--- src/rtl/caja_pkg.sv ---
// Shared types and constants for the gearbox shift sequencer.
//   shift_state_t : sequencer FSM states
//   M_*           : shift command encodings (2'b11 is reserved and treated as hold)
//   GEAR_NEUTRAL  : gear register value when the car is off
//   max_u         : constant helper for sizing the shared timer
package caja_pkg;

  typedef enum logic [2:0] {
    StOff,
    StIdle,
    StDisengage,
    StSelect,
    StEngage,
    StSettle
  } shift_state_t;

  localparam logic [1:0] M_HOLD = 2'b00;
  localparam logic [1:0] M_UP   = 2'b01;
  localparam logic [1:0] M_DOWN = 2'b10;

  localparam logic [2:0] GEAR_NEUTRAL = 3'd0;

  function automatic int unsigned max_u(input int unsigned a, input int unsigned b);
    return (a > b) ? a : b;
  endfunction

endpackage

--- src/rtl/shift_timer.sv ---
// Loadable down-counter shared by the DISENGAGE and SETTLE phases.
// Ports:
//   clk      in  clock, rising edge
//   reset    in  synchronous active-low reset
//   load     in  load load_val this cycle (wins over en)
//   load_val in  value to load
//   en       in  decrement while non-zero
//   zero     out count is zero
module shift_timer #(
  parameter int unsigned WIDTH = 3
) (
  input  logic             clk,
  input  logic             reset,
  input  logic             load,
  input  logic [WIDTH-1:0] load_val,
  input  logic             en,
  output logic             zero
);

  logic [WIDTH-1:0] count;

  always_ff @(posedge clk) begin
    if (!reset) begin
      count <= '0;
    end else if (load) begin
      count <= load_val;
    end else if (en && (count != '0)) begin
      count <= count - 1'b1;
    end
  end

  assign zero = (count == '0);

endmodule

--- src/rtl/shift_sequencer.sv ---
// Automatic gearbox shift sequencer. Runs each accepted shift command through
// clutch-out (DISENGAGE), gear select, clutch-in (ENGAGE) and a settle hold-off.
// The only block that writes the gear register.
// Optional feature: define SHIFT_QUEUE_EN to keep a one-deep pending request
// captured while busy and replayed on return to IDLE.
// Ports:
//   clk        in  clock, rising edge
//   reset      in  synchronous active-low reset
//   AC         in  car on; low forces OFF on the next edge
//   M[1:0]     in  shift command: 00 hold, 01 up, 10 down, 11 hold
//   gear[2:0]  out engaged gear, 0 = neutral
//   clutch     out 1 = clutch open
//   busy       out shift or settle in progress
//   shift_done out one-cycle pulse on clutch re-engage
//   reject     out one-cycle pulse on a refused request
module shift_sequencer
  import caja_pkg::*;
#(
  parameter int unsigned NUM_GEARS  = 5,
  parameter int unsigned CLUTCH_CYC = 4,
  parameter int unsigned SETTLE_CYC = 8
) (
  input  logic       clk,
  input  logic       reset,
  input  logic       AC,
  input  logic [1:0] M,
  output logic [2:0] gear,
  output logic       clutch,
  output logic       busy,
  output logic       shift_done,
  output logic       reject
);

  localparam int unsigned CNT_W = $clog2(max_u(CLUTCH_CYC, SETTLE_CYC) + 1);
  // Timer is loaded with N-1 so that a phase lasts exactly N cycles.
  localparam logic [CNT_W-1:0] CLUTCH_LOAD = CNT_W'(CLUTCH_CYC - 1);
  localparam logic [CNT_W-1:0] SETTLE_LOAD = CNT_W'(SETTLE_CYC - 1);
  localparam logic [2:0]       GEAR_TOP    = 3'(NUM_GEARS);
  localparam logic [2:0]       GEAR_FIRST  = 3'd1;

  shift_state_t     state;
  logic             dir_up;
  logic             tmr_load;
  logic             tmr_en;
  logic [CNT_W-1:0] tmr_val;
  logic             tmr_zero;
  logic             eval_up;
  logic             eval_down;

  // Reload while waiting in OFF/IDLE so DISENGAGE starts with a fresh count,
  // and in ENGAGE so SETTLE does.
  always_comb begin
    tmr_load = 1'b0;
    tmr_en   = 1'b0;
    tmr_val  = CLUTCH_LOAD;
    unique case (state)
      StOff, StIdle: tmr_load = 1'b1;
      StEngage: begin
        tmr_load = 1'b1;
        tmr_val  = SETTLE_LOAD;
      end
      StDisengage, StSettle: tmr_en = 1'b1;
      default: ;
    endcase
  end

  shift_timer #(
    .WIDTH(CNT_W)
  ) u_timer (
    .clk      (clk),
    .reset    (reset),
    .load     (tmr_load),
    .load_val (tmr_val),
    .en       (tmr_en),
    .zero     (tmr_zero)
  );

`ifdef SHIFT_QUEUE_EN
  logic pend_valid;
  logic pend_up;

  // Pending can only be set while busy, so in IDLE a valid entry is always
  // the one captured during the shift just finished; it is consumed on the
  // first IDLE cycle.
  always_ff @(posedge clk) begin
    if (!reset || !AC) begin
      pend_valid <= 1'b0;
      pend_up    <= 1'b0;
    end else if ((state == StIdle) && pend_valid) begin
      pend_valid <= 1'b0;
    end else if (busy && ((M == M_UP) || (M == M_DOWN))) begin
      pend_valid <= 1'b1;
      pend_up    <= (M == M_UP);
    end
  end

  always_comb begin
    if (pend_valid) begin
      eval_up   = pend_up;
      eval_down = !pend_up;
    end else begin
      eval_up   = (M == M_UP);
      eval_down = (M == M_DOWN);
    end
  end
`else
  always_comb begin
    eval_up   = (M == M_UP);
    eval_down = (M == M_DOWN);
  end
`endif

  always_ff @(posedge clk) begin
    if (!reset || !AC) begin
      state      <= StOff;
      gear       <= GEAR_NEUTRAL;
      clutch     <= 1'b1;
      busy       <= 1'b0;
      shift_done <= 1'b0;
      reject     <= 1'b0;
      dir_up     <= 1'b0;
    end else begin
      shift_done <= 1'b0;
      reject     <= 1'b0;
      unique case (state)
        StOff: begin
          state  <= StIdle;
          gear   <= GEAR_FIRST;
          clutch <= 1'b0;
          busy   <= 1'b0;
        end
        StIdle: begin
          if (eval_up) begin
            if (gear < GEAR_TOP) begin
              dir_up <= 1'b1;
              state  <= StDisengage;
              clutch <= 1'b1;
              busy   <= 1'b1;
            end else begin
              reject <= 1'b1;
            end
          end else if (eval_down) begin
            if (gear > GEAR_FIRST) begin
              dir_up <= 1'b0;
              state  <= StDisengage;
              clutch <= 1'b1;
              busy   <= 1'b1;
            end else begin
              reject <= 1'b1;
            end
          end
        end
        StDisengage: begin
          if (tmr_zero) begin
            state <= StSelect;
            gear  <= dir_up ? (gear + 3'd1) : (gear - 3'd1);
          end
        end
        StSelect: begin
          state      <= StEngage;
          clutch     <= 1'b0;
          shift_done <= 1'b1;
        end
        StEngage: begin
          state <= StSettle;
        end
        StSettle: begin
          if (tmr_zero) begin
            state <= StIdle;
            busy  <= 1'b0;
          end
        end
        default: begin
          state <= StOff;
        end
      endcase
    end
  end

endmodule

--- config.mk ---
export PLATFORM = sky130hd
export DESIGN_NAME = shift_sequencer
export DESIGN_NICKNAME = d
export VERILOG_FILES = /design/src/rtl/caja_pkg.sv /design/src/rtl/shift_timer.sv /design/src/rtl/shift_sequencer.sv
export SDC_FILE = /design/constraint.sdc
export NUM_CORES = 1
export LEC_CHECK = 0
export ABC_AREA = 1
export BUFFER_PORTS_ARGS = -buffer_cell sky130_fd_sc_hd__buf_2
export CAP_MARGIN = 15
export CORE_MARGIN = 4
export CORE_UTILIZATION = 50
export DETAILED_ROUTE_END_ITERATION = 10
export GPL_TIMING_DRIVEN = 1
export PLACE_DENSITY = 0.73
export REMOVE_ABC_BUFFERS = 1
export SYNTH_ARGS = -nofsm -noshare
export SYNTH_HDL_FRONTEND = slang
export SYNTH_SLANG_ARGS = --single-unit
--- constraint.sdc ---
create_clock -name clk -period 1.2 [get_ports clk]
set_input_delay 0.12 -clock clk [delete_from_list [all_inputs] [get_ports clk]]
set_output_delay 0.12 -clock clk [all_outputs]
set_load 0.02 [all_outputs]
Yosys cells after proc, flatten, opt, wreduce, memory -nomap -nowiden
Cells that the tools add are included.
Word-level totals
  bits in registers: 15
  input bits: 5
  logic and storage cells: 79
Operators by class
  add/subtract/negate cells: 3
  $lt $le $gt $ge: 2
  equality and inequality tests: 13
  mux-type cells: 30
  bitwise logic cells: 1
  reduce and logical (&&, ||, !) cells: 22
Operators with widths (number)
  $mux 3: 9
  $pmux 3 s6: 1
  $mux 1: 15
  $reduce_and 5->1: 2
  $reduce_bool 2->1: 5
  $ne 3x3->1 const B: 3
  $mux 4: 2
  $reduce_and 4->1: 2
  $eq 3x2->1 const B: 2
  $eq 3x3->1 const B: 2
  $pmux 3 s2: 1
  $reduce_or 2->1: 3
  $logic_not 4->1: 1
  $ne 2x2->1 const B: 2
  $reduce_bool 4->1: 1
  $sub 4x1->4 const B: 1
  $add 3x1->3 const B: 1
  $eq 3x1->1 const B: 1
  $gt 3x1->1 const B: 1
  $logic_not 3->1: 1
  $lt 3x3->1 const B: 1
  $pmux 1 s3: 1
  $reduce_bool 3->1: 1
  $reduce_or 3->1: 1
  other kinds (10): 11

Depth between registers and ports, before layout
Gate-level depths: netlist of the first run.
  depth after elaboration: 6
  gate-level depth with buffers: 10
  depth with buffers taken out: 10

By module
A second synthesis of the first run with hierarchy kept.
Unflattened totals
  cells, all modules: 134
  area total of the unflattened synthesis: 919.6 µm²
Modules (own cells, without submodules)
  shift_sequencer: instances 1, cells each 93, area an instance 645.6 µm², sequential area each 220.2 µm²
  shift_timer: instances 1, cells each 41, area an instance 274.0 µm², sequential area each 80.1 µm²

Worst setup path after synthesis of the first run
OpenSTA, ideal clock, no wires.
  path type: reg2reg
  start point: reg gear[0]
  end point: reg gear[1]
  setup time: 0.113 ns
  arrival: 1.157 ns
  data required time: 1.087 ns
  setup slack: -0.071 ns
  cell stages (with the launch flop): 7
  buffers on the path: 0
  period minus slack after synthesis: 1.271 ns
  cell sequence: dfxtp_1 > inv_1 > ha_1 > xor2_1 > nor2_1 > nor2_1 > nor2_1
On the way
  word-level cells in the longest chain between the ends: 4
RTL lines
  start, declared: RTL line shift_sequencer.sv:27  | output logic [2:0] gear,
  start signal, assigned: RTL line shift_sequencer.sv:156  | gear <= dir_up ? (gear + 3'd1) : (gear - 3'd1);
  $sub 3x1->3 or $add 3x1->3 (tied branches): RTL line shift_sequencer.sv:156
  $mux 3 *: RTL line shift_sequencer.sv:156
  $mux 3 *: RTL line shift_sequencer.sv:154  | if (tmr_zero) begin
  $pmux 3 s2 *: RTL line shift_sequencer.sv:125  | unique case (state)
Every way passes the cells marked *; elsewhere a longest branch is shown, timed or not. The select of a mux whose other input is x is not followed.
A chain may end at the register's enable or synchronous reset.

Worst setup path after layout of the first run
  start point: reg u_timer.count[0]
  end point: reg busy
On the way
  word-level cells in the longest chain between the ends: 3
RTL lines
  start, declared: RTL line shift_timer.sv:20  | logic [WIDTH-1:0] count;
  start signal, assigned: RTL line shift_timer.sv:26  | count <= load_val;
  start signal, assigned: RTL line shift_timer.sv:28  | count <= count - 1'b1;
  $logic_not 4->1: RTL line shift_timer.sv:32  | assign zero = (count == '0);
  $ne 2x2->1 (no line)
  $reduce_and 5->1 (no line)
  end signal, assigned: RTL line shift_sequencer.sv:118  | busy <= 1'b0;
  end signal, assigned: RTL line shift_sequencer.sv:130  | busy <= 1'b0;
  end signal, assigned: RTL line shift_sequencer.sv:138  | busy <= 1'b1;
  end, declared: RTL line shift_sequencer.sv:29  | output logic busy,
Every way passes these cells.

==> results.sh, run 1 <==
export IMPL_hold_viol_final=0
export IMPL_synth_area_mux_share_pct=0
export IMPL_slew_headroom_pct=84.20
export IMPL_finalPower_uw=1145
export IMPL_antenna_found_initial=0
export IMPL_netlist_area_sq_um=947.2
export IMPL_crit_chain="inv_2, ha_4, inv_4, nor2_4, buf_6, nand3_2, nand2_2, nand2_1, nand2_1, a21oi_2"
export IMPL_ir_drop_uv=691.6
export IMPL_r2r_start="u_timer.count[0]$_SDFFE_PN0P_"
export IMPL_drc_errors=0
export IMPL_drtIter0Drc=26
export IMPL_ys_ff_latch=15
export IMPL_worst_hold_path_num_cells=3
export IMPL_layout_min_cycle_time_ns=1.251
export IMPL_synthAdderAreaFrac_pct=6.605
export IMPL_seq_area_frac_synth_pct=31.70
export IMPL_path_delay_family="simple AND/OR/NAND/NOR gates"
export IMPL_endpoint_kind="register"
export IMPL_grt_usage_pct=16.88
export IMPL_wire_per_inst_um=11.43
export IMPL_synth_simple_area_share_pct=39.50
export IMPL_hp_class="in -> reg"
export IMPL_dieHeight_um=51.53
export IMPL_finalCritPeriodShare_pct=104.2
export IMPL_hold_path_endpoint="u_timer.count[2]$_SDFFE_PN0P_"
export IMPL_postCtsHoldBufs=0
export IMPL_antenna_cells_inserted=0
export IMPL_skew_ns=0.0008974
export IMPL_gr_total_overflow=0
export IMPL_final_util_pct=70.57
export IMPL_cp_required_ns=1.39
export IMPL_pin_count=12
export IMPL_core_area_sq_um=1764
export IMPL_ys_types=21
export IMPL_grt_max_degree=9
export IMPL_yosysTopAreaCellShare_pct=31.70
export IMPL_fmax_mhz=799.5
export IMPL_synth_top_cell_by_area="dfxtp_1"
export IMPL_slew_violations=0
export IMPL_htree_levels=1
export IMPL_wl_mm=2.251
export IMPL_portBuffers=11
export IMPL_dr_pass1_iters=4
export IMPL_worstReg2RegEnd="busy$_SDFFE_PP0P_"
export IMPL_clk_pin_slew_ns=0.10
export IMPL_postSynthCellCount=147
export IMPL_yosysWarnings=0
export IMPL_synth_compound_area_share_pct=9.908
export IMPL_crit_path_max_incr_delay_ns=0.34
export IMPL_status="finished with violations"
export IMPL_viasPerCell=5.091
export IMPL_synth_xor_area_share_pct=0.9247
export IMPL_area_growth_pct=31.44
export IMPL_worst_path_most_repeated_cell="nand2_1"
export IMPL_final_antenna_net_count=0
export IMPL_critPathLaunchType="register"
export IMPL_p_per_area_nw_per_um2=919.4
export IMPL_hold_path_startpoint="reset"
export IMPL_crit_slowest_cell="dfxtp_2"
export IMPL_ctsRootBufferMaster="clkbuf_4"
export IMPL_cts_made_buffers=3
export IMPL_dieArea_sq_um=2655
export IMPL_dr_total_vias=1003
export IMPL_rows=15
export IMPL_violations="setup timing"
export IMPL_r2r_slack_ns=-0.05
export IMPL_worstMarginPinSlew_ns=0.2361
export IMPL_grt_pass1_wl_mm=3.415
export IMPL_grt_pass1_vias=846
export IMPL_leakage_uw=0.0006101
export IMPL_r2r_worst_path_cells=10
export IMPL_clk_path_buf_depth=2
export IMPL_start_util_pct=53.69
export IMPL_final_net_count=183
export IMPL_cts_tree="done"
export IMPL_die_w_um=51.53
export IMPL_worst_path_buf_inv=3
export IMPL_cts_sinks=15
export IMPL_cp_arrival_ns=1.44
export IMPL_finalSetupViolCount=5
export IMPL_fin_ws_ns=-0.05084
export IMPL_synth_top_family_by_area="simple AND/OR/NAND/NOR gates"
export IMPL_drive_gt1_share_pct=40.70
export IMPL_synth_area_top_cells="dfxtp_1, nor2_1, nand2_1"
export IMPL_gp_congestion=0.8508
export IMPL_dp_hpwl_mm=1.581
export IMPL_crit_type="reg -> reg"
export IMPL_rsz0062_at_grt="true"
export IMPL_synth_avg_cell_area_sq_um=6.443
export IMPL_worst_path_max_fanout=2
export IMPL_clk_latency_ns=0.29
export IMPL_maxCapViolations=0
-- cell usage in the layout (no fill, tap or decap), types with 2 or more instances in the layout --
cell	instances
buf_2	11
o21ai_1	2
inv_2	10
dfxtp_2	6
nand2_2	6
nand2_4	4
inv_4	2
buf_4	9
ha_1	4
a21oi_1	6
nor2_2	2
nor2_4	5
nor2_1	24
o21ai_0	3
a21oi_2	3
inv_1	15
nand2_1	24
nor3_1	2
dfxtp_1	9
nand3_1	9
clkbuf_4	3
nand3_2	6
-- registers in the layout, indices dropped and copies added (netlist names) --
| signal | flops |
|---|---|
| busy | 1 |
| clutch | 1 |
| dir_up | 1 |
| gear | 3 |
| reject | 1 |
| shift_done | 1 |
| state | 3 |
| u_timer.count | 4 |
-- per-stage QoR --
stage          setup slack [ns]  std cells  hold slack [ns]  setup TNS (ns)  cell area [sq um]
2_1_floorplan          -0.07051        147           0.2462        -0.07710              947.2
3_3_place_gp           -0.04243        189           0.3755         -0.2046               1079
3_5_place_dp           -0.09802        189           0.3808         -0.5569               1079
4_1_cts                -0.01130        194          0.07789        -0.02015               1149
5_1_grt                 -0.1204        197          0.09076         -0.7477               1245
6_report               -0.05084        197          0.07379         -0.1418               1245
-- cells in the mapped netlist --
master    count
nor3_1        2
nand3_1      12
o21ai_1       1
nor2_1       29
o21ai_0       4
nand2_2       5
ha_1          5
xor2_1        1
nand2_1      28
inv_4         1
a21oi_1       9
nor2_2        1
o211ai_1      1
nand2_4       1
inv_1        22
nand3_2       3
inv_2         4
nor2_4        1
dfxtp_1      15
clkinv_1      1
o21ai_4       1
-- layout make-up --
class                           count  area [sq um]
Clock buffer                        4         26.28
Fill cell                         160         519.2
Timing Repair Buffer               21         133.9
Multi-Input combinational cell    104         635.6
Sequential cell                    15         307.8
Inverter                           28         110.1
Tap cell                           25         31.28
-- worst max-delay path by stage --
| stage | startpoint | end | cells after the start |
|---|---|---|---|
| finish | u_timer.count[0]$_SDFFE_PN0P_ | busy$_SDFFE_PP0P_ | 10 |
| global route | u_timer.count[0]$_SDFFE_PN0P_ | busy$_SDFFE_PP0P_ | 10 |
| CTS | u_timer.count[1]$_SDFFE_PN0P_ | u_timer.count[2]$_SDFFE_PN0P_ | 9 |
| detailed placement | u_timer.count[0]$_SDFFE_PN0P_ | u_timer.count[2]$_SDFFE_PN0P_ | 9 |
| global placement | u_timer.count[0]$_SDFFE_PN0P_ | u_timer.count[2]$_SDFFE_PN0P_ | 9 |
| floorplan | gear[0]$_SDFFE_PP0P_ | gear[1]$_SDFFE_PP0P_ | 6 |
-- worst min-delay path, cell delays in order --
cell and delay [ns]:
buf_2 0.11, nand2_1 0.05, nor2_1 0.04
-- repair_timing --
item	CTS	global route
resized for setup	16	24
pin swaps	5	8
setup endpoints to repair	10	11
setup buffers	1	3
-- routing by layer --
metal	up-vias	share of wire, %	track usage [%]
met5	-	0	0
met4	0	1.7	6.550
met3	6	7.5	2.865
met2	40	45	27.54
met1	448	46	22.10
li1	509	-	-
-- cell families after synthesis --
group	Yosys count
fa+ha+maj	5
flops	15
buf+inv	28
simple gates	82
compound gates	16
xor+xnor	1
-- where the power goes --
group          total [uW]  switching, uW  internal (uW)
sequential            538           18.6            519
clock                 306            177            129
combinational         300            179            121
total                1140            375            770
(Power assumes the default switching activity.)
==> run 2, diff against run 1 <==
--- a/config.mk
+++ b/config.mk
@@ -6,14 +6,17 @@
 export NUM_CORES = 1
 export LEC_CHECK = 0
 export ABC_AREA = 1
-export BUFFER_PORTS_ARGS = -buffer_cell sky130_fd_sc_hd__buf_2
 export CAP_MARGIN = 15
+export CELL_PAD_IN_SITES_DETAIL_PLACEMENT = 0
+export CELL_PAD_IN_SITES_GLOBAL_PLACEMENT = 1
 export CORE_MARGIN = 4
-export CORE_UTILIZATION = 50
+export CORE_UTILIZATION = 38
 export DETAILED_ROUTE_END_ITERATION = 10
+export DONT_BUFFER_PORTS = 1
 export GPL_TIMING_DRIVEN = 1
-export PLACE_DENSITY = 0.73
+export PLACE_DENSITY_LB_ADDON = 0.1
 export REMOVE_ABC_BUFFERS = 1
+export SLEW_MARGIN = 5
 export SYNTH_ARGS = -nofsm -noshare
 export SYNTH_HDL_FRONTEND = slang
 export SYNTH_SLANG_ARGS = --single-unit
==> results.sh, run 2 (synthesis gave the netlist of run 1 again) <==
export IMPL_drtIter0Drc=13
export IMPL_p_int_uw=770.8
export IMPL_largest_reg_flops=4
export IMPL_grt_usage_pct=14.31
export IMPL_hold_viol_final=0
export IMPL_rows=17
export IMPL_grtUsageMet2_pct=24.68
export IMPL_endpoint_kind="register"
export IMPL_ctsRootBufferMaster="clkbuf_4"
export IMPL_grt_pass1_wl_mm=3.808
export IMPL_wire_per_inst_um=11.20
export IMPL_hold_path_startpoint="AC"
export IMPL_layout_common_cells="nor2_1, nand2_1, inv_1, buf_4, dfxtp_1"
export IMPL_placed_area_sq_um=1102
export IMPL_dr_total_vias=932
export IMPL_final_antenna_net_count=0
export IMPL_gr_total_overflow=0
export IMPL_r2r_worst_path_cells=10
export IMPL_final_net_count=181
export IMPL_largestRegisters="u_timer.count (4), gear (3), state (3)"
export IMPL_hp_class="in -> reg"
export IMPL_clk_path_buf_depth=2
export IMPL_leakage_uw=0.0005983
export IMPL_drc_errors=0
export IMPL_violations="setup timing"
export IMPL_clk_latency_ns=0.28
export IMPL_finalCritPeriodShare_pct=101.2
export IMPL_die_w_um=57.93
export IMPL_postLayoutCellArea_sq_um=1272
export IMPL_grt_pass1_vias=892
export IMPL_portBuffers=0
export IMPL_cp_arrival_ns=1.40
export IMPL_cts_tree="done"
export IMPL_worstReg2RegEnd="busy$_SDFFE_PP0P_"
export IMPL_cts_sinks=15
export IMPL_hold_path_endpoint="state[2]$_SDFFE_PP0P_"
export IMPL_dp_hpwl_mm=1.735
export IMPL_final_util_pct=55.39
export IMPL_p_comb_share_pct=26.0
export IMPL_htree_levels=1
export IMPL_critPathLaunchType="register"
export IMPL_wl_mm=2.218
export IMPL_viasPerCell=4.707
export IMPL_ir_drop_uv=511.3
export IMPL_finalSetupViolCount=3
export IMPL_swShare_pct=31.59
export IMPL_drive_gt1_share_pct=40.00
export IMPL_grt_max_degree=9
export IMPL_top_register="u_timer.count"
export IMPL_p_per_area_nw_per_um2=885.5
export IMPL_p_sw_uw=356.0
export IMPL_top_usage_layer="met2"
export IMPL_worstMarginPinSlew_ns=0.2453
export IMPL_slew_violations=0
export IMPL_r2r_slack_ns=-0.01
export IMPL_maxCapViolations=0
export IMPL_status="finished with violations"
export IMPL_p_seq_share_pct=48.1
export IMPL_worst_hold_path_num_cells=2
export IMPL_final_common_cell="nor2_1"
export IMPL_dieArea_sq_um=3355
export IMPL_dieHeight_um=57.93
export IMPL_cts_made_buffers=3
export IMPL_r2r_start="u_timer.count[0]$_SDFFE_PN0P_"
export IMPL_start_util_pct=41.23
export IMPL_antenna_cells_inserted=0
export IMPL_cp_required_ns=1.39
export IMPL_hold_ws_ns=0.09444
export IMPL_fin_ws_ns=-0.01442
export IMPL_clkPwrFrac_pct=25.9
export IMPL_rsz0062_at_grt="true"
export IMPL_layout_min_cycle_time_ns=1.214
export IMPL_use_met1_pct=17.16
export IMPL_clk_pin_slew_ns=0.09
export IMPL_skew_ns=0.007865
export IMPL_fmax_mhz=823.4
export IMPL_setup_worst_path_start="u_timer.count[0]$_SDFFE_PN0P_"
export IMPL_dr_pass1_iters=4
export IMPL_met3_usage_pct=3.563
export IMPL_crit_type="reg -> reg"
export IMPL_antenna_found_initial=0
export IMPL_worst_path_max_fanout=2
export IMPL_core_area_sq_um=2297
export IMPL_gp_congestion=0.7632
export IMPL_area_growth_pct=34.35
export IMPL_pin_count=12
export IMPL_slew_headroom_pct=83.63
==> run 2: how the worst max path moves through the flow <==
stage	cells past startpoint	slack, ns	end
floorplan	6	-0.07	gear[1]$_SDFFE_PP0P_
global placement	9	-0.09	gear[1]$_SDFFE_PP0P_
detailed placement	9	-0.11	state[0]$_SDFFE_PP0P_
CTS	9	-0.02	gear[2]$_SDFFE_PP0P_
global route	10	-0.11	busy$_SDFFE_PP0P_
finish	10	-0.01	busy$_SDFFE_PP0P_
==> run 2: area by class of cell <==
cell class / count / area [sq um]
Sequential cell: 15 / 306.5
Tap cell: 28 / 35.03
Multi-Input combinational cell: 104 / 645.6
Fill cell: 221 / 1025
Inverter: 28 / 110.1
Clock buffer: 4 / 26.28
Timing Repair Buffer: 19 / 148.9
==> run 2: critical path, stage by stage (launching register included) <==
cell	delay [ns]
dfxtp_2	0.33
inv_2	0.07
ha_4	0.15
inv_4	0.04
nor2_4	0.13
buf_6	0.11
nand3_2	0.05
nand2_2	0.08
nand2_1	0.05
nand2_1	0.07
a21oi_2	0.04
==> run 2: what timing repair did <==
action,4_1_cts,5_1_grt
endpoints found under the hold margin,3,0
hold buffers,1,0
gates resized for setup,14,25
pin swaps,5,15
buffers inserted,0,2
setup endpoints to repair,10,12
==> run 2: routing by layer <==
metal	vias to the layer above	wire length (um)
li1	501	-
met1	416	996
met2	11	1114
met3	4	83
met4	0	23
met5	-	0
==> run 2: power by group through the flow <==
stage,combinational [uW],sequential [uW],clock [uW]
3_3_place_gp,235,550,0
6_report,293,542,292
3_5_place_dp,236,550,0
2_1_floorplan,155,556,0
4_1_cts,254,541,317
5_1_grt,332,546,342
==> run 2: metrics by stage <==
stage	total power (uW)	cells	setup slack, ns	setup TNS, ns
after floorplan	710.6	147	-0.07051	-0.07710
after CTS	1112	196	-0.01937	-0.06701
after detailed placement	786.6	191	-0.1119	-0.8045
final	1127	198	-0.01442	-0.04160
after global placement	784.8	191	-0.08505	-0.5286
after global routing	1219	198	-0.1061	-0.7374
